**src/rtl/part_74ls161.sv**
```systemverilog
// part_74ls161 -- 74LS161 synchronous 4-bit binary counter with asynchronous
// clear, for board-level simulation. Cascades through ent/rco.
//
// Ports:
//   clk     counter clock, all synchronous actions on the rising edge
//   clr_n   asynchronous active-low clear, overrides load and count
//   load_n  synchronous parallel load, active low (beats enp/ent)
//   enp     count enable P
//   ent     count enable T, also gates rco
//   d[3:0]  parallel load data, d[0] is the LSB
//   q[3:0]  counter state
//   rco     ripple carry, ent & (q == 4'hF), purely combinational
//
// Parameters: TPD (output delay), TSU/TH (setup/hold of d, load_n, enp, ent),
// TREC (clr_n recovery). This model is cycle-based: q moves on the clock edge
// or on the clr_n fall. TSU/TH/TREC are only acted on in the timing-check build.
//
// Optional build: define CHIP_TIMING_CHECK_EN to enable setup/hold/recovery
// checks. A violation prints a warning, bumps `violations` and poisons q to X.
// q stays X until a clear or a clean load.
//
// state    | meaning
// cleared  | clr_n low, or released with no falling clk edge seen yet: q = 0, rising edges ignored
// count[n] | q = n (0..15): load, count or hold on each rising edge
module part_74ls161 #(
    parameter int TPD  = 0,
    parameter int TSU  = 20,
    parameter int TH   = 0,
    parameter int TREC = 15
) (
    input  logic       clk,
    input  logic       clr_n,
    input  logic       load_n,
    input  logic       enp,
    input  logic       ent,
    input  logic [3:0] d,
    output logic [3:0] q,
    output logic       rco
);

    if (TPD < 0 || TSU < 0 || TH < 0 || TREC < 0) begin : g_param_check
        $error("part_74ls161: timing parameters must be non-negative");
    end

    logic       armed;
    logic [3:0] cnt_val;
    logic [3:0] q_next;

    // armed rises on the first falling clk edge after clr_n is released, so a
    // rising edge coincident with the release is always ignored and counting
    // resumes on the first full clock cycle.
    always_ff @(negedge clk or negedge clr_n) begin
        if (!clr_n) begin
            armed <= 1'b0;
        end else begin
            armed <= 1'b1;
        end
    end

    // The explicit true/false branches let an unknown control bit fall
    // through to X instead of silently picking a branch.
    always_comb begin
        cnt_val = q;
        if (enp && ent) begin
            cnt_val = q + 4'd1;
        end else if (!(enp && ent)) begin
            cnt_val = q;
        end else begin
            cnt_val = 4'bxxxx;
        end
    end

    always_comb begin
        q_next = q;
        if (!load_n) begin
            q_next = d;
        end else if (load_n) begin
            q_next = cnt_val;
        end else begin
            // load_n unknown: result is only defined where load and count agree
            q_next = (d == cnt_val) ? d : 4'bxxxx;
        end
    end

`ifdef CHIP_TIMING_CHECK_EN
    integer violations = 0;
    longint t_d        = -64'sd1000000;
    longint t_load     = -64'sd1000000;
    longint t_enp      = -64'sd1000000;
    longint t_ent      = -64'sd1000000;
    longint t_clr_rel  = -64'sd1000000;
    longint t_edge     = -64'sd1000000;
    longint t_edge_new = -64'sd1000000;

    always @(d)             t_d       = longint'($time);
    always @(load_n)        t_load    = longint'($time);
    always @(enp)           t_enp     = longint'($time);
    always @(ent)           t_ent     = longint'($time);
    always @(posedge clr_n) t_clr_rel = longint'($time);

    // t_edge holds the previous rising edge while the current one is being
    // checked; it is only advanced on the falling edge to avoid a same-time race.
    always @(posedge clk) t_edge_new = longint'($time);
    always @(negedge clk) t_edge     = t_edge_new;

    function automatic bit sig_hit(input longint t_chg);
        longint now;
        now = longint'($time);
        return ((now - t_chg) < longint'(TSU)) ||
               ((t_chg >= t_edge) && (t_edge < now) && ((t_chg - t_edge) < longint'(TH)));
    endfunction

    function automatic bit rec_hit();
        return (longint'($time) - t_clr_rel) < longint'(TREC);
    endfunction

    function automatic bit any_hit();
        return sig_hit(t_d) || sig_hit(t_load) || sig_hit(t_enp) || sig_hit(t_ent) || rec_hit();
    endfunction

    always @(posedge clk) begin
        if (clr_n === 1'b1) begin
            if (sig_hit(t_d)) begin
                violations = violations + 1;
                $display("part_74ls161 timing warning at %0t: d", $time);
            end
            if (sig_hit(t_load)) begin
                violations = violations + 1;
                $display("part_74ls161 timing warning at %0t: load_n", $time);
            end
            if (sig_hit(t_enp)) begin
                violations = violations + 1;
                $display("part_74ls161 timing warning at %0t: enp", $time);
            end
            if (sig_hit(t_ent)) begin
                violations = violations + 1;
                $display("part_74ls161 timing warning at %0t: ent", $time);
            end
            if (rec_hit()) begin
                violations = violations + 1;
                $display("part_74ls161 timing warning at %0t: clr_n recovery", $time);
            end
        end
    end
`endif

    always_ff @(posedge clk or negedge clr_n) begin
        if (!clr_n) begin
            q <= 4'h0;
        end else if (clr_n) begin
            if (armed) begin
`ifdef CHIP_TIMING_CHECK_EN
                q <= any_hit() ? 4'bxxxx : q_next;
`else
                q <= q_next;
`endif
            end
        end else begin
            q <= 4'bxxxx;
        end
    end

    assign rco = ent & (q == 4'hF);

endmodule

```
**config.mk**
```make
export PLATFORM = sky130hd
export DESIGN_NAME = part_74ls161
export DESIGN_NICKNAME = d
export VERILOG_FILES = /design/src/rtl/part_74ls161.sv
export SDC_FILE = /design/constraint.sdc
export NUM_CORES = 1
export LEC_CHECK = 0
export ABC_AREA = 1
export CORE_AREA = 4 4 41 43
export CTS_CLUSTER_SIZE = 20
export DETAILED_ROUTE_END_ITERATION = 8
export DIE_AREA = 0 0 45 47
export GPL_ROUTABILITY_DRIVEN = 0
export MAX_ROUTING_LAYER = met4
export PLACE_DENSITY = 0.59
export SETUP_SLACK_MARGIN = 0.02
export SYNTH_ARGS = -nofsm -noshare
export SYNTH_HDL_FRONTEND = slang
export SYNTH_SLANG_ARGS = --single-unit
```
**constraint.sdc**
```tcl
create_clock -name clk -period 1.2 [get_ports clk]
set_clock_uncertainty 0.05 [all_clocks]
set_input_delay 0.3 -clock clk [delete_from_list [all_inputs] [get_ports clk]]
set_output_delay 0.3 -clock clk [all_outputs]
set_load 0.03 [all_outputs]
```
Word level (Yosys, flattened, before mapping)
Index checks and enable logic that the tools add are counted.
{"block": "op_classes", "bitwise_logic": 1, "n_eq_ne": 3, "add_sub_neg": 1, "n_mux": 4, "reduce_logical": 2}
{"cell": "4-bit two-way mux", "count": 4}
{"cell": "4-bit by 1-bit adder with 4-bit output (second input constant)", "count": 1}
{"cell": "4-bit equality test (second input constant)", "count": 1}
{"cell": "3-bit by 2-bit inequality test with 1-bit output (second input constant)", "count": 1}
{"cell": "2-bit by 1-bit inequality test with 1-bit output (second input constant)", "count": 1}
{"cell": "2-bit AND reduction", "count": 1}
{"cell": "1-bit AND", "count": 1}
{"cell": "1-bit logical AND", "count": 1}
{"block": "word_totals", "input_bits": 9, "word_cells": 13, "reg_bits": 5}

Depth between registers and ports, before layout
{"block": "logic_depth", "depth_word": 5, "depth_mapped": 7}

==> metrics <==
status finished, violations left; failing checks negative setup slack; worst slack at placement -0.293 ns; crit-path max FO 4; CP peak stage delay 0.41 ns; post-route DRC violation count 0; TritonRoute pass-1 iters 4; PD cells 1240 mW/mm^2; vias in the first global route 405; DP Area 515 um^2; Ports 14; top cell type's share of synthesized area 32.3%; Crit path required time 1.33 ns; grt ovf 0; Cell variety after synth 12; worst path arrival time 1.63 ns; number of CTS-inserted buffers 3; Buffers on Ports 13; crit-path leading delay family flip-flops; initial antenna violation count 0; share of layout cells above drive strength 1 37.5%; WP buf/inv 1; Max Cap Viol 0; Die Width 45 um; vias per cell 4.24; Clock Sinks 5; CP max stage cell dfrtn_1; hold buffer count at cts 0; Leakage 0.352 nW; # fillers 136; post-synthesis cell area 314 um^2; FP Rows 13; Clk Tree Root Cell clkbuf_4; Final HPWL DP 701 um; critical path cell sequence inv_1, nand2_1, nand2_2, nor2_2, nand2_1, nand2_1; placed cell count 85; most area-hungry cell type in the Yosys netlist nand2_1; Clock Pin Slew Worst Setup and Hold Paths 0.05 ns; P&R area growth vs syn 106%; Die Ht 47 um; min-delay worst type input pin to async pin; Final Hold Viols 0; syn avg cell area 6.28 um^2; die area 0.00212 mm^2; fin cells 95; fin util 49.8%; via count 403; GRT Util Overall 11.2%; WS Path Type register to register; H-tree Lvls 1; Seq/Total Area, Yosys 39.8%; largest net degree at the start of global routing 6; final wirelength 994 um; synthesized net count 60; VDD IR-drop max 547 uV; synth top area cells nand2_1, dfrtp_1, dfrtn_1; cell count after synthesis 50; CP most frequent cell nand2_1; diodes inserted 0; Clock Latency Late Sink 0.25 ns; Avg WL per Cell 10.5 um; Synth Register Bits 5; register area 128 um^2; first-pass GRT wire length 1640 um; antenna viol nets, final 0; starting density of the core 24.1%; initial drt markers 7; critical path endpoint category register; CTS tree done; final setup vio count 9; Hold Worst Slack 0.389 ns; CTS Buffer Depth 2; multi-input logic area 201 um^2; CP startpoint kind register; setup ws final -0.302 ns; Synth Warn # 0; Layout Nets 91; core area 0.00130 mm^2; RSZ-0062 raised after global routing yes; pins over their slew limit 0; Final Cell Area 648 um^2
## layer usage
layer  global-route usage (%)  vias up  wire (um)
met3                     3.07        2         59
met2                     18.9       14        496
met5                        -        -          0
met4                     7.02        0          6
met1                     11.5      177        432
li1                         -      210          -
## area by class of cell
| cell class | count | area share (%) |
|---|---|---|
| flip-flops and latches | 5 | 19.7 |
| repair buffers | 26 | 38.8 |
| inverters | 6 | 3.47 |
| multi-input cells | 39 | 31.1 |
| clock buffers | 4 | 4.05 |
| well taps | 15 | 2.90 |
## timing repair
item                                    CTS  global route
gates resized for setup                  10             8
pin swaps                                 3             4
cloned                                    0             0
endpoints found under the setup margin    9             9
setup buffers                             4             4
## layout by cell type, fill, tap and decap left out
master,n
buf_4,9
buf_6,9
clkbuf_1,1
clkbuf_4,3
clkdlybuf4s50_1,7
conb_1,1
dfrtn_1,1
dfrtp_1,2
dfrtp_2,2
dlymetal6s2s_1,1
ha_4,1
inv_1,6
nand2_1,24
nand2_2,3
nand2_4,1
nand3_1,3
nand4_1,1
nor2_1,1
nor2_2,1
nor2_4,1
o21ai_0,1
o21ai_1,1
## flip-flops by register name (all words and copies together), names as in the netlist
name	count
q	4
armed	1
## power by group
group | leakage (nW) | switching, mW | internal, mW | total [mW]
clock network | 0.0150 | 0.0679 | 0.126 | 0.193
logic | 0.279 | 0.180 | 0.205 | 0.384
registers | 0.0579 | 0.0291 | 0.198 | 0.227
total | 0.352 | 0.277 | 0.528 | 0.805
## worst register-to-register path, cell delays in order (launching register included)
cell and delay [ns]:
dfrtn_1 0.41, inv_1 0.04, nand2_1 0.06, nand2_2 0.07
nor2_2 0.09, nand2_1 0.05, nand2_1 0.05
## per-stage QoR
stage,setup TNS [ns],total power [mW]
2_1_floorplan,-0.881,0.361
3_3_place_gp,-1.24,0.498
3_5_place_dp,-1.32,0.499
4_1_cts,-1.54,0.784
5_1_grt,-2.08,0.874
6_report,-1.52,0.805
## path summary, 6_finish.rpt
check,startpoint,endpoint,slack (ns),depth (start not counted)
min reg2reg,q[0],q[0],0.58,3
min in group clk,ent,q[2],0.51,6
max in group asynchronous,clr_n,armed,0.15,2
min,clr_n,q[2],0.39,2
max,armed,q[3],-0.30,6
max reg2reg,armed,q[3],-0.30,6
## cell usage after synthesis
| library cell | instances |
|---|---|
| conb_1 | 1 |
| dfrtn_1 | 1 |
| dfrtp_1 | 4 |
| nand3_1 | 3 |
| inv_1 | 6 |
| o21ai_0 | 1 |
| ha_1 | 1 |
| nor2_1 | 3 |
| nand2_1 | 27 |
| nand4_1 | 1 |
| o21ai_1 | 1 |
| nand2_2 | 1 |
## logic make-up after synthesis
logic type / after synthesis / synth area share [%]
AND/OR/NAND/NOR: 35 / 44.6
adder cells (fa/ha/maj): 1 / 3.98
buffers and inverters: 6 / 7.17
other: 1 / 1.19
flip-flops: 5 / 39.8
AO/OA/AOI/OAI: 2 / 3.18
Power figures use the tool's default switching activity.
==> RTL change, RTL diff (same settings) <==
Register the output `rco`, without a reset; this adds one clock of latency there. The other outputs are not delayed to match. Comments in the files are not updated.
--- a/src/rtl/part_74ls161.sv
+++ b/src/rtl/part_74ls161.sv
@@ -160,7 +160,9 @@
         end
     end
 
-    assign rco = ent & (q == 4'hF);
+    always_ff @(posedge clk) begin
+        rco <= ent & (q == 4'hF);
+    end
 
 endmodule
 
Check against the original RTL: not checked (the comparison handles one clock edge and no latches or derived clocks); the edit may change what the design does.
==> RTL change against the original RTL <==
The run still ends with negative setup slack left; sequential cell count up 1; combinational power down 22%; setup slack better by 21 ps; global-route usage down 0.84 points; utilization down 5.0 points; clock power up 7%; total power down 5.5%; sequential power up 12%; first-iteration DRC count down 29%; count of clock-buffer cells in the layout unchanged; critical path depth unchanged; synthesized area up 6.4%; routed wire length down 13%; design area down 10%; critical path type unchanged.
==> RTL change: results <==
[clock_network]
cts-htree-levels = 1
root_buffer = "clkbuf_4"
numCtsBuffers = 3
insertion_delay_ps = 250
clk_pin_slew_ps = 60
ctsLongestPathBuffers = 2

[routing]
drtIter0Drc = 5
finalWirelength_um = 865
drt-vias-per-instance = 4.41
drt-pass1-iter-count = 3

[timing]
setup_total_negative_slack_ps = -1010
post-route-worst-setup-slack_ps = -281
timing.final.setup_violations = 5

[global_routing]
wire_length_of_the_first_global_routing_pass_mm = 1.48
initial_antenna_violation_count = 0
grt_util_all_layers_pct = 10.4
largest_net_degree_at_the_start_of_global_routing = 6
grt_pass1_vias = 414

[worst_setup_path]
critical_path_class = "reg2reg"
arrival_ps = 1610
setup.worst_path.start = "armed"
path_max_fanout = 4

[placed_design]
dpl.hpwl_um = 684
placement.io_buffers = 13

[yosys]
synth_common_cells = "27 x nand2_1, 6 x inv_1, 4 x dfrtp_1"
yosys-top-cells-area = "nand2_1 30%, dfrtp_1 30%, dfrtn_1 7.5%"
dominantRegCellSynth = "dfrtp_1"
share_of_flip_flops_with_an_asynchronous_set_or_reset_after_synthesis_pct = 83.3
yosysSeqAreaShare_pct = 43.4
yosysWarningCount = 0
synth.lib_cells_used.distinct = 13
synthesis.nets = 61

[hold_path]
min_path_type = "in2async"

[layout]
final_net_count = 87
biggestRegsByFlops = "q x4, armed x1, rco x1"
final_layout_size_suffix_gt1_share_pct = 27.6
diodes = 0

[outcome]
run_status = "finished, violations left"
violated_checks = "negative setup slack"

[power]
ir_drop_uv = 668
p_leak_nw = 0.316
-- RTL change: changes by cell type after synthesis --
cell     delta
dfxtp_1     +1
-- RTL change: cells by family after synthesis --
family	synth area share (%)
other cells	1.12
simple gates	41.9
fa+ha+maj	3.74
flops	43.4
compound gates	2.99
buf+inv	6.74
-- RTL change: final timing paths --
kind,depth (start not counted),slack (ps),to
min in group clk,2,530,rco
min reg2reg,2,530,rco
min,2,360,q[0]
max reg2reg,6,-280,q[3]
max in group asynchronous,2,170,armed
max,6,-280,q[3]
-- RTL change: worst max-delay path, stage by stage, from the launching register on --
cell and delay, ps:
dfrtn_1 400, inv_1 40, nand2_1 60, nand2_2 70, nor2_2 80, nand2_1 50, nand2_1 60
-- RTL change: timing repair --
action,CTS,global route
resized for setup,3,4
hold buffers,0,0
setup buffers,3,0
pin swaps,2,2
endpoints found under the hold margin,0,0
endpoints found under the setup margin,8,7
-- RTL change: metrics by stage --
step                cells  area [µm²]  util [%]  total power [mW]  setup WS, ps
finish                 91         583      44.8             0.761          -281
global placement       84         510      39.2             0.501          -234
detailed placement     84         510      39.2             0.504          -277
floorplan              51         337         -             0.389          -219
CTS                    91         571      43.8             0.760          -293
global route           91         583      44.8             0.825          -379
-- RTL change: layer usage --
metal / vias to the layer above / GRT usage [%] / share of wire (%)
met1: 184 / 10.1 / 43
met3: 2 / 5.75 / 5.9
met4: 0 / 3.51 / 0.92
met2: 9 / 17.5 / 51
li1: 206 / - / -
met5: - / - / 0
-- RTL change: cell type report --
type | count | area [µm²]
sequential | 6 | 145
clock buffer | 4 | 26.3
multi-input combinational | 39 | 178
fill | 150 | 718
timing repair buffer | 21 | 193
inverter | 6 | 22.5
tap | 15 | 18.8
-- RTL change: where the power goes --
part           leakage (nW)  switching, mW  internal, mW
registers            0.0682         0.0253         0.229
logic                 0.233          0.153         0.146
clock network        0.0150         0.0809         0.126
total                 0.316          0.259         0.501
